<file path="src/rtl/vga_pkg.sv">
// Shared VGA constants, pixel colour type and colour helper for the LED bank renderer.
package vga_pkg;

  localparam int unsigned H_ACT_START = 144;
  localparam int unsigned H_ACT_END   = 784;
  localparam int unsigned COLOR_W     = 8;

  typedef struct packed {
    logic [COLOR_W-1:0] r;
    logic [COLOR_W-1:0] g;
    logic [COLOR_W-1:0] b;
  } rgb_t;

  function automatic rgb_t color_unpack(input logic [3*COLOR_W-1:0] c);
    rgb_t p;
    p.r = c[3*COLOR_W-1:2*COLOR_W];
    p.g = c[2*COLOR_W-1:COLOR_W];
    p.b = c[COLOR_W-1:0];
    return p;
  endfunction

endpackage

</file>
<file path="src/rtl/led_box_hit.sv">
// Combinational hit test for one indicator box; border flag exists only when OUTLINE_EN is defined.
module led_box_hit #(
  parameter int unsigned XL = 0,
  parameter int unsigned YT = 0,
  parameter int unsigned W  = 1,
  parameter int unsigned H  = 1
) (
  input  logic [9:0] hcount,
  input  logic [9:0] vcount,
`ifdef OUTLINE_EN
  output logic       on_border_c,
`endif
  output logic       in_box_c
);

  logic [31:0] h;
  logic [31:0] v;

  assign h = 32'(hcount);
  assign v = 32'(vcount);

  assign in_box_c = (h >= XL) && (h < XL + W) && (v >= YT) && (v < YT + H);

`ifdef OUTLINE_EN
  // First/last column and first/last line of the box.
  assign on_border_c = in_box_c &&
                       ((h == XL) || (h == XL + W - 1) || (v == YT) || (v == YT + H - 1));
`endif

endmodule

</file>
<file path="src/rtl/vga_led_bank_renderer.sv">
// Draws N_LEDS indicator boxes with per-frame latched state, blink and a 2-stage pixel pipeline.
// Optional feature: define OUTLINE_EN to draw unlit boxes as a COLOR_OFF outline.
module vga_led_bank_renderer
  import vga_pkg::*;
#(
  parameter int unsigned N_LEDS    = 6,
  parameter int unsigned BOX_W     = 40,
  parameter int unsigned BOX_H     = 40,
  parameter int unsigned GAP       = 30,
  parameter int unsigned X0        = 260,
  parameter int unsigned Y0        = 221,
  parameter logic [23:0] COLOR_ON  = 24'h89CFF0,
`ifdef OUTLINE_EN
  parameter logic [23:0] COLOR_OFF = 24'h303030,
`endif
  parameter int unsigned BLINK_DIV = 30
) (
  input  logic              clk,
  input  logic              rst_n,
  input  logic [9:0]        hcount,
  input  logic [9:0]        vcount,
  input  logic              display_pixel,
  input  logic              frame_start,
  input  logic [N_LEDS-1:0] leds,
  input  logic [N_LEDS-1:0] blink_mask,
  output logic [7:0]        red,
  output logic [7:0]        green,
  output logic [7:0]        blue,
  output logic              pix_valid
);

  localparam int unsigned PITCH = BOX_W + GAP;
  localparam int unsigned CNT_W = (BLINK_DIV > 1) ? $clog2(BLINK_DIV) : 1;

  if (X0 + N_LEDS * BOX_W + (N_LEDS - 1) * GAP > H_ACT_END) begin : g_chk_width
    $error("vga_led_bank_renderer: box row extends past H_ACT_END");
  end
  if (BLINK_DIV == 0) begin : g_chk_blink
    $error("vga_led_bank_renderer: BLINK_DIV must be >= 1");
  end

  logic [N_LEDS-1:0] shadow_leds;
  logic [N_LEDS-1:0] shadow_blink;
  logic [CNT_W-1:0]  frame_cnt;
  logic              blink_phase;

  logic [N_LEDS-1:0] lit_c;
  logic [N_LEDS-1:0] in_box_c;
  logic [N_LEDS-1:0] on_hit_c;
  logic              in_active_c;

  logic [N_LEDS-1:0] on_q;
  logic              act_q;
  rgb_t              rgb_d;
  rgb_t              pix_q;
  logic              valid_q;

`ifdef OUTLINE_EN
  logic [N_LEDS-1:0] on_border_c;
  logic [N_LEDS-1:0] off_border_c;
  logic [N_LEDS-1:0] border_q;
`endif

  // Frame-rate state: shadow copies of the requests plus the blink divider.
  always_ff @(posedge clk or negedge rst_n) begin
    if (!rst_n) begin
      shadow_leds  <= '0;
      shadow_blink <= '0;
      frame_cnt    <= '0;
      blink_phase  <= 1'b0;
    end else if (frame_start) begin
      shadow_leds  <= leds;
      shadow_blink <= blink_mask;
      if (frame_cnt == CNT_W'(BLINK_DIV - 1)) begin
        frame_cnt   <= '0;
        blink_phase <= ~blink_phase;
      end else begin
        frame_cnt <= frame_cnt + CNT_W'(1);
      end
    end
  end

  assign lit_c = shadow_leds & ~(shadow_blink & {N_LEDS{blink_phase}});

  assign in_active_c = (32'(hcount) >= H_ACT_START) && (32'(hcount) < H_ACT_END) && display_pixel;

  // Box k is the k-th from the left and shows bit N_LEDS-1-k.
  for (genvar k = 0; k < int'(N_LEDS); k++) begin : g_box
    led_box_hit #(
      .XL(X0 + 32'(k) * PITCH),
      .YT(Y0),
      .W (BOX_W),
      .H (BOX_H)
    ) u_hit (
      .hcount     (hcount),
      .vcount     (vcount),
`ifdef OUTLINE_EN
      .on_border_c(on_border_c[k]),
`endif
      .in_box_c   (in_box_c[k])
    );

    assign on_hit_c[k] = in_box_c[k] & lit_c[N_LEDS-1-k];
`ifdef OUTLINE_EN
    assign off_border_c[k] = on_border_c[k] & ~lit_c[N_LEDS-1-k];
`endif
  end

  // Stage 1: lit state is folded in here so the pixel sees the shadow of its own cycle.
  always_ff @(posedge clk or negedge rst_n) begin
    if (!rst_n) begin
      on_q  <= '0;
      act_q <= 1'b0;
`ifdef OUTLINE_EN
      border_q <= '0;
`endif
    end else begin
      on_q  <= on_hit_c;
      act_q <= in_active_c;
`ifdef OUTLINE_EN
      border_q <= off_border_c;
`endif
    end
  end

  // Stage 2 colour select.
  always_comb begin
    rgb_d = '0;
    if (act_q) begin
      if (|on_q) begin
        rgb_d = color_unpack(COLOR_ON);
      end
`ifdef OUTLINE_EN
      else if (|border_q) begin
        rgb_d = color_unpack(COLOR_OFF);
      end
`endif
    end
  end

  always_ff @(posedge clk or negedge rst_n) begin
    if (!rst_n) begin
      pix_q   <= '0;
      valid_q <= 1'b0;
    end else begin
      pix_q   <= rgb_d;
      valid_q <= act_q;
    end
  end

  assign red       = pix_q.r;
  assign green     = pix_q.g;
  assign blue      = pix_q.b;
  assign pix_valid = valid_q;

endmodule

</file>
<file path="config.mk">
export PLATFORM = sky130hd
export DESIGN_NAME = vga_led_bank_renderer
export DESIGN_NICKNAME = d
export VERILOG_FILES = /design/src/rtl/vga_pkg.sv /design/src/rtl/led_box_hit.sv /design/src/rtl/vga_led_bank_renderer.sv
export SDC_FILE = /design/constraint.sdc
export NUM_CORES = 1
export LEC_CHECK = 0
export CORE_MARGIN = 1
export CORE_UTILIZATION = 48
export CTS_BUF_LIST = sky130_fd_sc_hd__clkbuf_8
export DETAILED_ROUTE_END_ITERATION = 10
export PLACE_DENSITY = 0.89
export SLEW_MARGIN = 10
export SYNTH_ARGS = -nofsm -noshare
export SYNTH_HDL_FRONTEND = slang
export SYNTH_SLANG_ARGS = --single-unit
</file>
<file path="constraint.sdc">
create_clock -name clk -period 2.82 [get_ports clk]
set_input_delay 0.564 -clock clk [delete_from_list [all_inputs] [get_ports clk]]
set_output_delay 0.564 -clock clk [all_outputs]
set_load 0.03 [all_outputs]
</file>
Word-level counts from Yosys, hierarchy flattened
Cells that the tools add are included.
{ "classes": {"n_addsub": 1, "mux": 3, "n_bitwise": 10, "n_eq_ne": 1, "magnitude_cmp": 16, "n_reduce_logical": 22} }
{ "op_table": {"columns": ["cell", "count"], "rows": [
  ["< comparator 10 x 9 -> 1 bit (second input constant)", 5],
  ["2-to-1 mux 24 bit", 2],
  [">= comparator 10 x 9 -> 1 bit (second input constant)", 4],
  ["< comparator 10 bit (second input constant)", 3],
  [">= comparator 10 bit (second input constant)", 2],
  [">= comparator 10 x 8 -> 1 bit (second input constant)", 2],
  ["logical AND 1 bit", 20],
  ["bitwise AND 6 bit", 2],
  ["bitwise AND 1 bit", 6],
  ["NOT 6 bit", 1],
  ["OR reduction 6 bit", 1],
  ["adder 5 x 1 -> 5 bit (second input constant)", 1],
  ["== test 5 bit (second input constant)", 1],
  ["2-to-1 mux 5 bit", 1],
  ["AND reduction 2 bit", 1],
  ["NOT 1 bit", 1]
]} }
{ "word_totals": {"out_inout_bits": 25, "input_bits": 36, "elab_cells": 63, "reg_bits": 50} }

Longest topological paths before layout
Gate-level depths: netlist (run 1).
{ "depth": {"ltp_word": 5, "ltp_mapped": 6, "mapped_depth_nobuf": 6} }

Hierarchy
From an unflattened synthesis (run 1), not the netlist that was laid out.
{ "unflattened": {"hier_cells": 187, "hier_area_um2": 1814.2} }
{ "modules_own_cells": {"columns": ["module", "seq_area_each_um2", "area_each_um2", "instances", "cells_per_inst"], "rows": [
  ["vga_led_bank_renderer", 675.6, 1257.5, 1, 110],
  ["led_box_hit (g_box[5].u_hit)", 0.0, 101.3, 1, 16],
  ["led_box_hit (g_box[0].u_hit)", 0.0, 98.8, 1, 13],
  ["led_box_hit (g_box[3].u_hit)", 0.0, 93.8, 1, 14],
  ["led_box_hit (g_box[4].u_hit)", 0.0, 90.1, 1, 12],
  ["led_box_hit (g_box[1].u_hit)", 0.0, 87.6, 1, 12],
  ["led_box_hit (g_box[2].u_hit)", 0.0, 85.1, 1, 10]
]} }

Least setup slack after synthesis (run 1)
OpenSTA, ideal clock, no wires.
{ "synth_timing": {"path_type": "input-to-reg", "start": "input port vcount[1]", "end": "register on_q[5]", "path_buffers": 0, "path_slack_ps": 1187, "arrival_time_ps": 1526, "stages": 4, "cell_sequence": "o2111ai_2 a2111oi_4 a31oi_2 a2111oi_4"} }
{ "synth_between": {"elab_chain_cells": 4, "elab_cells_between_ends": 5} }
{ "synth_lines": {"columns": ["item", "line_no", "text"], "rows": [
  ["start, declared", "vga_led_bank_renderer.sv:21", "input logic [9:0] vcount,"],
  [">= comparator 10 x 8 -> 1 bit", "led_box_hit.sv:22", "assign in_box_c = (h >= XL) && (h < XL + W) && (v >= YT) && (v < YT + H);"],
  ["logical AND 1 bit", "led_box_hit.sv:22", null],
  ["logical AND 1 bit *", "led_box_hit.sv:22", null],
  ["bitwise AND 1 bit *", "vga_led_bank_renderer.sv:103", "assign on_hit_c[k] = in_box_c[k] & lit_c[N_LEDS-1-k];"],
  ["via on_hit_c[5]", "vga_led_bank_renderer.sv:49", "logic [N_LEDS-1:0] on_hit_c;"],
  ["end signal, assigned", "vga_led_bank_renderer.sv:118", "on_q <= on_hit_c;"],
  ["end, declared", "vga_led_bank_renderer.sv:52", "logic [N_LEDS-1:0] on_q;"]
]} }
The timed path passes the listed nets; every way through them passes the cells marked *.
A chain may end at the register's enable or synchronous reset.

==> results.md, run 1 <==
* Wirelength, routed at 3.01 mm
* R2r endpoint: frame_cnt[3]$_DFFE_PN0P_
* Hold EP: pix_valid$_DFF_PN0_
* # setup viols final at 0
* # Post-CTS Setup Buffers at 0
* Switch share at 0.301
* List of most frequent post-synthesis cells: dfrtp_1 (27), buf_4 (23), nand2_1 (15), mux2_2 (12), o21ai_0 (9)
* Worst hold start: act_q$_DFF_PN0_
* Crit Path Max Fanout at 13
* Worst-margin pin slew at 741 ps
* Cells after Synth at 143
* Setup TNS at 0 ps
* Post-synth EDFFs at 0
* Status: complete, no violations
* Clk Latency, worst-skew pair at 280 ps
* Port-buffer cells at 48
* Critical Path Source Type: register
* Post-synthesis mux area share at 0.0948
* Worst Path Required at 2260 ps
* Full die area at 0.00342 mm²
* Synthesized-area fraction occupied by adder cells at 0.0164
* Pleak at 0.781 nW
* Internal Dissipation at 0.000638 W
* RSZ-0062 raised after global routing: no
* Logic pwr share at 0.225
* Synth area leader: dfrtp_1
* CTS sink count at 27
* Resized cells post-CTS at 0
* CP bufs+invs at 1
* Layout overhead on the synthesized area at 28.9%
* Largest family of logic cells by synthesized area: simple AND/OR/NAND/NOR gates
* First-pass GRT wire length at 4.93 mm
* Worst reg2reg setup slack at 1470 ps
* GP Congestion at 0.869
* Die Wd at 58.5 µm
* Final min period at 2120 ps
* CP max stage delay at 740 ps
* Std-Cell Core Area at 0.00303 mm²
* Fill count at 237
* Final period util at 0.753
* Fmax at 471 MHz
* Cell area after synthesis at 0.00153 mm²
* Hold slack at 392 ps
* Total of max-cap violations at 0
* Gr usage total at 0.192
* Max VDD drop at 0.363 mV
* Synth unique cells at 38
* Slack of the critical path at 695 ps
* CP Cell Sequence: clkdlybuf4s50_1
* Setup WS pre-CTS at 584 ps
* Share of layout cells above drive strength 1 at 0.134
* Critical Path Sink Type: output pin
* Fin. Hold Viols at 0
* Top post-synthesis cells by area: dfrtp_1 (44%), buf_4 (11%), mux2_2 (8.8%)
* R2R cell count at 6
* Seq cells post-synth at 27
* Detailed placement HPWL at 2.37 mm
* Nets at 218
* Clock share of power at 0.242
* Congestion Overflow GR at 0
* Number of diodes at 0
* Initial Util at 0.505
* Worst hold stages at 0
* CTS Buf Count at 3
* Synth Area in Simple Gates at 0.164
* Clock slew seen by the registers of the worst setup and hold paths at 90 ps
* Routed WL per cell at 13.5 µm
* Critical path's slowest cell: clkdlybuf4s50_1
* Post-synth top area share at 0.442
* Hold buffers post-CTS at 0
* Via/cell ratio at 5.33
* Worst-case clock skew at 4.44 ps
* Synth warnings at 0
* Root buffer cell: clkbuf_8
* Ys flop type: dfrtp_1
* Crit path kind: reg2out
* Core Util, Final at 0.652
* H-tree depth at 1
* Syn_area_per_cell at 10.7 µm²
* Post-Synth XOR/XNOR Area at 0.00572
* Antenna violations before repair at 0
* FP Rows at 20
* Vias at 1188
* Power density cells at 463 mW/mm²
* Complex-gate fraction of the synthesized area at 0.145
* CTS tree: yes
* Register share of total power at 0.533
* Async SR Flop Fraction at 1.00
* Most common cell in the synthesized netlist: dfrtp_1
* Clock tree buffer depth at 2
* R2R Path Start: frame_cnt[1]$_DFFE_PN0P_
* Post-route DRC at 0
* Critical Path AT at 1560 ps
* Height of the die at 58.5 µm
* Tightest Hold Check Type: reg2reg
* Crit-path leading delay family: buffers and inverters
* Largest net degree at the start of global routing at 28
* Iteration-0 DRC Markers at 45
* Ports at 61
* Switching pwr at 0.000275 W
* Relative slew slack at 0.504
* Max Slew Vio Count at 0
* Detail Route Antenna Nets at 0
* DR pass1 iterations at 4
* Vias in the first global route at 1117
* Sequential fraction of the synthesis area at 0.442
[per-layer routing]
layer  vias to the layer above  track usage  wire length, µm  part of all wire
met5                         -            0                0                 0
met4                         0       0.0714               65             0.022
met3                         9       0.0352              180             0.060
met2                        58        0.365             1620              0.54
met1                       564        0.211             1150              0.38
li1                        557            -                -                 -
[through the flow]
| stage | power [W] | std cells | area [µm²] |
|---|---|---|---|
| 4_1_cts | 0.000919 | 223 | 1970 |
| 3_5_place_dp | 0.000698 | 219 | 1930 |
| 3_3_place_gp | 0.000679 | 219 | 1930 |
| 6_report | 0.000913 | 223 | 1970 |
| 2_1_floorplan | 0.000611 | 153 | 1570 |
| 5_1_grt | 0.000958 | 223 | 1970 |
[how the worst max path moves through the flow]
stage,startpoint,to,slack (ps),cells after the start
after global placement,vcount[1],on_q[5]$_DFF_PN0_,630,5
after CTS,blue[6]$_DFF_PN0_,blue[4],670,1
after floorplan,vcount[1],on_q[5]$_DFF_PN0_,1190,4
final,blue[6]$_DFF_PN0_,blue[4],700,1
after global routing,blue[6]$_DFF_PN0_,blue[5],610,1
after detailed placement,vcount[4],on_q[5]$_DFF_PN0_,580,5
[area by class of cell]
| class | instances | area, µm² | share of cell area |
|---|---|---|---|
| Multi-Input combinational cell | 96 | 693 | 0.351 |
| Sequential cell | 27 | 676 | 0.342 |
| Timing Repair Buffer | 50 | 495 | 0.251 |
| Tap cell | 44 | 55.1 | 0.0279 |
| Clock buffer | 3 | 41.3 | 0.0209 |
| Inverter | 2 | 7.51 | 0.00380 |
| Clock inverter | 1 | 5.00 | 0.00254 |
[placed cells by master, fill, tap and decap left out, types with 2 or more instances in the layout]
cell	count
nand2_1	15
nand2b_1	3
ha_1	2
clkdlybuf4s50_1	48
nor2_1	2
inv_1	2
clkbuf_8	3
nand4_1	5
dfrtp_1	27
a2111oi_4	2
nor3_1	5
o21ai_0	9
nor2b_1	4
conb_1	11
a211oi_1	2
mux2_2	12
buf_4	2
o311a_1	2
nor4_1	2
nand3_1	2
[registers in the layout (all words and copies together) (netlist names)]
register and flops:
pix_valid 1, shadow_blink 6, shadow_leds 6, blink_phase 1, blue 1, on_q 6, frame_cnt 5, act_q 1
[cells by family (layout without fill, tap and decap cells)]
kind of cell / count (synthesis) / in the layout
fa+ha+maj: 2 / 2
mux: 13 / 13
flops: 27 / 27
compound gates: 24 / 24
other cells: 1 / 11
xor+xnor: 1 / 1
buf+inv: 30 / 56
simple gates: 45 / 45
[power by group through the flow]
stage,clock (W),combinational [W],sequential (W)
after detailed placement,0,0.000205,0.000494
after global placement,0,0.000190,0.000489
after CTS,0.000228,0.000205,0.000486
final,0.000221,0.000205,0.000487
after global routing,0.000235,0.000227,0.000496
after floorplan,0,0.000136,0.000475
No activity file was read; power rests on OpenSTA's default activity.
==> run 2: changes to the inputs <==
Settings changed: CORE_UTILIZATION 48 to 40, PLACE_DENSITY 0.89 to 0.8.
Clock period 2.82 ns to 1.95 ns, I/O delays scaled along.
==> run 2 against run 1 <==
Compared with the run above: clock power rose by 39%; flip-flop and latch count did not move; highest routed layer unchanged; register-to-register slack got worse by 800 ps; final cell count rose by 3.1%.
==> results.md, run 2 (same netlist as run 1, synthesis figures left out) <==
* Metal2 WL at 1.56 mm
* # setup viols final at 0
* Pleak at 0.969 nW
* Logic pwr share at 0.224
* Critical Path Sink Type: register
* CTS sink count at 27
* Height of the die at 63.9 µm
* Status: complete, no violations
* Detailed placement HPWL at 2.33 mm
* Critical Path AT at 1950 ps
* DR WL met3 at 180 µm
* Total of max-cap violations at 0
* Switch share at 0.292
* Final period util at 0.911
* CTS Buf Count at 3
* Post-route DRC at 0
* Antenna violations before repair at 0
* First-pass GRT wire length at 4.62 mm
* RSZ-0062 raised after global routing: no
* Share of layout cells above drive strength 1 at 0.148
* Port-buffer cells at 48
* Clock share of power at 0.236
* Tightest Hold Check Type: reg2reg
* Hold buffers post-CTS at 0
* Final min period at 1780 ps
* Ports at 61
* CP Cell Sequence: clkdlybuf4s50_1 -> o2111ai_2 -> a2111oi_4 -> a31oi_2 -> a2111oi_4
* Nets at 221
* Vias at 1178
* Core Util, Final at 0.550
* Via/cell ratio at 5.12
* Critical path's slowest cell: clkdlybuf4s50_1
* CP bufs+invs at 1
* Initial Util at 0.418
* Worst-case clock skew at 6.74 ps
* Crit Path Max Fanout at 6
* Crit-path leading delay family: compound AO/OA/AOI/OAI gates
* CP dominant cell by count: a2111oi_4
* Critical Path Source Type: input port
* Hold slack at 383 ps
* Full die area at 0.00408 mm²
* Max Slew Vio Count at 0
* Clk Latency, worst-skew pair at 270 ps
* CTS tree: yes
* Number of diodes at 0
* Switching pwr at 0.000381 W
* CP max stage delay at 510 ps
* Vias in the first global route at 1091
* Largest net degree at the start of global routing at 28
* Max layer used: met4
* Commonest non-fill, non-tap cell in the layout: clkdlybuf4s50_1
* Fin. Hold Viols at 0
* Clock tree buffer depth at 2
* Gr usage total at 0.145
* DR pass1 iterations at 4
* Std-Cell Core Area at 0.00366 mm²
* Detail Route Antenna Nets at 0
* Max VDD drop at 0.479 mV
* Commonest non-fill, non-tap cells in the layout: clkdlybuf4s50_1 (35), dfrtp_1 (27), nand2_1 (15)
* Root buffer cell: clkbuf_8
* Register share of total power at 0.540
* Layout overhead on the synthesized area at 31.6%
* Routed WL per cell at 12.6 µm
* Congestion Overflow GR at 0
* Fmax at 563 MHz
* Crit path kind: in2reg
* GP Congestion at 0.853
* Metal-1 WL at 1.10 mm
* Clock slew seen by the registers of the worst setup and hold paths at 90 ps
* Internal Dissipation at 0.000924 W
* Largest registers: on_q x6, shadow_blink x6, shadow_leds x6
* Iteration-0 DRC Markers at 40
* Die Wd at 63.9 µm
* Wirelength, routed at 2.90 mm
* Worst Path Required at 2120 ps
* H-tree depth at 1
* Power density cells at 648 mW/mm²
* FP Rows at 22
## run 2: routing by layer
metal	vias up	global-route usage
met2	49	0.273
met3	8	0.0446
met1	559	0.152
met4	0	0.0426
met5	-	0
li1	562	-
## run 2: what timing repair did
| action | in CTS | in global routing |
|---|---|---|
| gates cloned | 0 | 0 |
| gates resized for setup | 5 | 8 |
| endpoints found under the setup margin | 13 | 8 |
| setup buffers | 0 | 0 |
## run 2: worst paths after layout
path	startpoint	to	slack (ps)	cells past startpoint
max	vcount[4]	on_q[5]$_DFF_PN0_	170	5
min	act_q$_DFF_PN0_	pix_valid$_DFF_PN0_	380	0
max reg2reg	frame_cnt[0]$_DFFE_PN0P_	frame_cnt[2]$_DFFE_PN0P_	670	5
min reg2reg	act_q$_DFF_PN0_	pix_valid$_DFF_PN0_	380	0
max in group asynchronous	rst_n	on_q[4]$_DFF_PN0_	1220	2
min in group asynchronous	rst_n	shadow_blink[2]$_DFFE_PN0P_	480	2
## run 2: worst reg2reg max path, cell delays in order (launching register included)
cell and delay (ps):
dfrtp_1 430, ha_1 220, and4_1 240, o21ai_0 180
nand2_1 70, o21ai_0 70
## run 2: power groups by stage
stage	logic (W)	registers, W	clock network (W)
2_1_floorplan	0.000197	0.000687	0
3_3_place_gp	0.000280	0.000707	0
3_5_place_dp	0.000294	0.000716	0
4_1_cts	0.000296	0.000705	0.000315
5_1_grt	0.000321	0.000715	0.000351
6_report	0.000293	0.000705	0.000308
## run 2: area by class of cell
type / count / area, µm²
Clock buffer: 3 / 41.3
Clock inverter: 1 / 5.00
Fill cell: 332 / 1650
Inverter: 2 / 7.51
Multi-Input combinational cell: 96 / 693
Sequential cell: 27 / 676
Tap cell: 48 / 60.1
Timing Repair Buffer: 53 / 532
## run 2: per-stage QoR
stage	power [W]	setup WS, ps	instances	TNS, ps	instance area, µm²
6_report	0.00131	173	230	0	2010
5_1_grt	0.00139	135	230	0	2010
4_1_cts	0.00132	3.87	230	0	1990
3_5_place_dp	0.00101	-100	226	-216	1950
3_3_place_gp	0.000987	-60.4	226	-74.0	1950
2_1_floorplan	0.000884	491	153	0	1570
==> run 3: changes to the inputs <==
Settings changed: CELL_PAD_IN_SITES_DETAIL_PLACEMENT from default to 0, CELL_PAD_IN_SITES_GLOBAL_PLACEMENT from default to 1, CORE_UTILIZATION 40 to 33, PLACE_DENSITY 0.8 to 0.83.
Clock period 1.95 ns to 1.7 ns, I/O delays scaled along.
==> run 3 against run 2 <==
Compared with the run above: first-iteration DRC count fell by 33%; clock-buffer cell count did not move; highest routed layer unchanged; via count fell by 2.3%; combinational power rose by 19%; critical path depth did not move; sequential power rose by 14%; global-route usage fell by 1.9 points; worst hold slack improved by 13 ps.
==> results.md, run 3 (same netlist as run 1, synthesis figures left out) <==
* Final instance area at 0.00205 mm²
* Clock tree buffer depth at 2
* Full die area at 0.00491 mm²
* Worst hold start: act_q$_DFF_PN0_
* Wirelength, routed at 2.90 mm
* CTS sink count at 27
* Status: complete, no violations
* Power density cells at 739 mW/mm²
* Routed WL per cell at 12.2 µm
* Iteration-0 DRC Markers at 27
* Largest net degree at the start of global routing at 28
* Nets at 225
* Switching pwr at 0.000444 W
* Worst reg2reg setup slack at 390 ps
* FP Rows at 24
* Detailed placement HPWL at 2.34 mm
* Tightest Hold Check Type: reg2reg
* Height of the die at 70.1 µm
* Detail Route Antenna Nets at 0
* Core Util, Final at 0.464
* GP Congestion at 0.848
* Share of layout cells above drive strength 1 at 0.172
* Root buffer cell: clkbuf_8
* DP Area at 0.00200 mm²
* Vias in the first global route at 1164
* Clock share of power at 0.236
* Final min period at 1670 ps
* Commonest non-fill, non-tap cells in the layout: clkdlybuf4s50_1 (34), dfrtp_1 (27), nand2_1 (15)
* R2R Path Start: frame_cnt[0]$_DFFE_PN0P_
* Initial Util at 0.347
* # setup viols final at 0
* Register share of total power at 0.532
* Critical Path Source Type: input port
* Fmax at 600 MHz
* Crit path kind: in2reg
* Std-Cell Core Area at 0.00441 mm²
* Fin. Hold Viols at 0
* Post-route DRC at 0
* Logic pwr share at 0.231
* Ports at 61
* R2R cell count at 5
* Layout overhead on the synthesized area at 33.9%
* Internal Dissipation at 0.00107 W
* Crit Path Max Fanout at 6
* Hold buffers post-CTS at 0
* Pleak at 0.894 nW
* Clk Latency, worst-skew pair at 270 ps
* Max VDD drop at 0.400 mV
* Worst Path Required at 1860 ps
* Largest registers: on_q x6, shadow_blink x6, shadow_leds x6
* CTS tree: yes
* CTS Buf Count at 3
* First-pass GRT wire length at 5.09 mm
* Switch share at 0.293
* Gr usage total at 0.126
* Worst-case clock skew at 4.76 ps
* Worst hold stages at 0
* Critical Path AT at 1830 ps
* Commonest non-fill, non-tap cell in the layout: clkdlybuf4s50_1
* R2r endpoint: frame_cnt[2]$_DFFE_PN0P_
* DR pass1 iterations at 4
* Via/cell ratio at 4.84
* # Post-CTS Setup Buffers at 0
* Max Slew Vio Count at 0
* Clock slew seen by the registers of the worst setup and hold paths at 90 ps
* Vias at 1151
* H-tree depth at 1
* Critical Path Sink Type: register
* Hold EP: pix_valid$_DFF_PN0_
* Number of diodes at 0
* Die Wd at 70.1 µm
* Total of max-cap violations at 0
* Antenna violations before repair at 0
* Congestion Overflow GR at 0
* Port-buffer cells at 48
* Final period util at 0.980
run 3: worst max-delay path by stage:
stage	startpoint	to	slack [ps]	cells past startpoint
detailed placement	vcount[4]	on_q[5]$_DFF_PN0_	-310	5
global placement	vcount[1]	on_q[5]$_DFF_PN0_	-260	5
global route	vcount[4]	on_q[5]$_DFF_PN0_	-2	5
floorplan	vcount[1]	on_q[5]$_DFF_PN0_	290	4
finish	vcount[1]	on_q[5]$_DFF_PN0_	30	5
CTS	vcount[5]	on_q[5]$_DFF_PN0_	20	4
run 3: what timing repair did:
action	4_1_cts	5_1_grt
gates resized for setup	14	2
pin swaps	1	1
setup endpoints to repair	14	5
run 3: critical path: stages:
cell,delay [ps]
clkdlybuf4s50_1,490
o2111ai_2,160
a2111oi_4,370
a31oi_4,110
a2111oi_4,360
run 3: layout make-up:
| type | instances | area, µm² |
|---|---|---|
| clock buffer | 3 | 41.3 |
| clock inverter | 1 | 5.00 |
| fill | 421 | 2360 |
| inverter | 2 | 7.51 |
| multi-input combinational | 96 | 708 |
| sequential | 27 | 676 |
| tap | 52 | 65.1 |
| timing repair buffer | 57 | 547 |
run 3: layer usage:
metal	share of wire	track usage	up-vias
li1	-	-	569
met1	0.43	0.159	538
met2	0.52	0.224	42
met3	0.040	0.0202	2
met4	0.0035	0.0267	0
met5	0	0	-
run 3: power groups by stage:
stage                     logic [W]  registers (W)  clock network (W)
after floorplan            0.000226       0.000788                  0
after global placement     0.000334       0.000813                  0
after detailed placement   0.000349       0.000823                  0
after CTS                  0.000353       0.000809           0.000371
after global routing       0.000388       0.000821           0.000404
final                      0.000350       0.000806           0.000358
run 3: per-stage QoR:
| stage | std cells | hold WS [ps] | power, W | setup WS, ps | TNS (ps) |
|---|---|---|---|---|---|
| after global routing | 238 | 412 | 0.00161 | -2.31 | -2.31 |
| after global placement | 234 | 366 | 0.00115 | -258 | -1100 |
| final | 238 | 396 | 0.00151 | 33.9 | 0 |
| after CTS | 238 | 405 | 0.00153 | 19.7 | 0 |
| after detailed placement | 234 | 382 | 0.00117 | -313 | -1380 |
| after floorplan | 153 | 44.4 | 0.00101 | 291 | 0 |
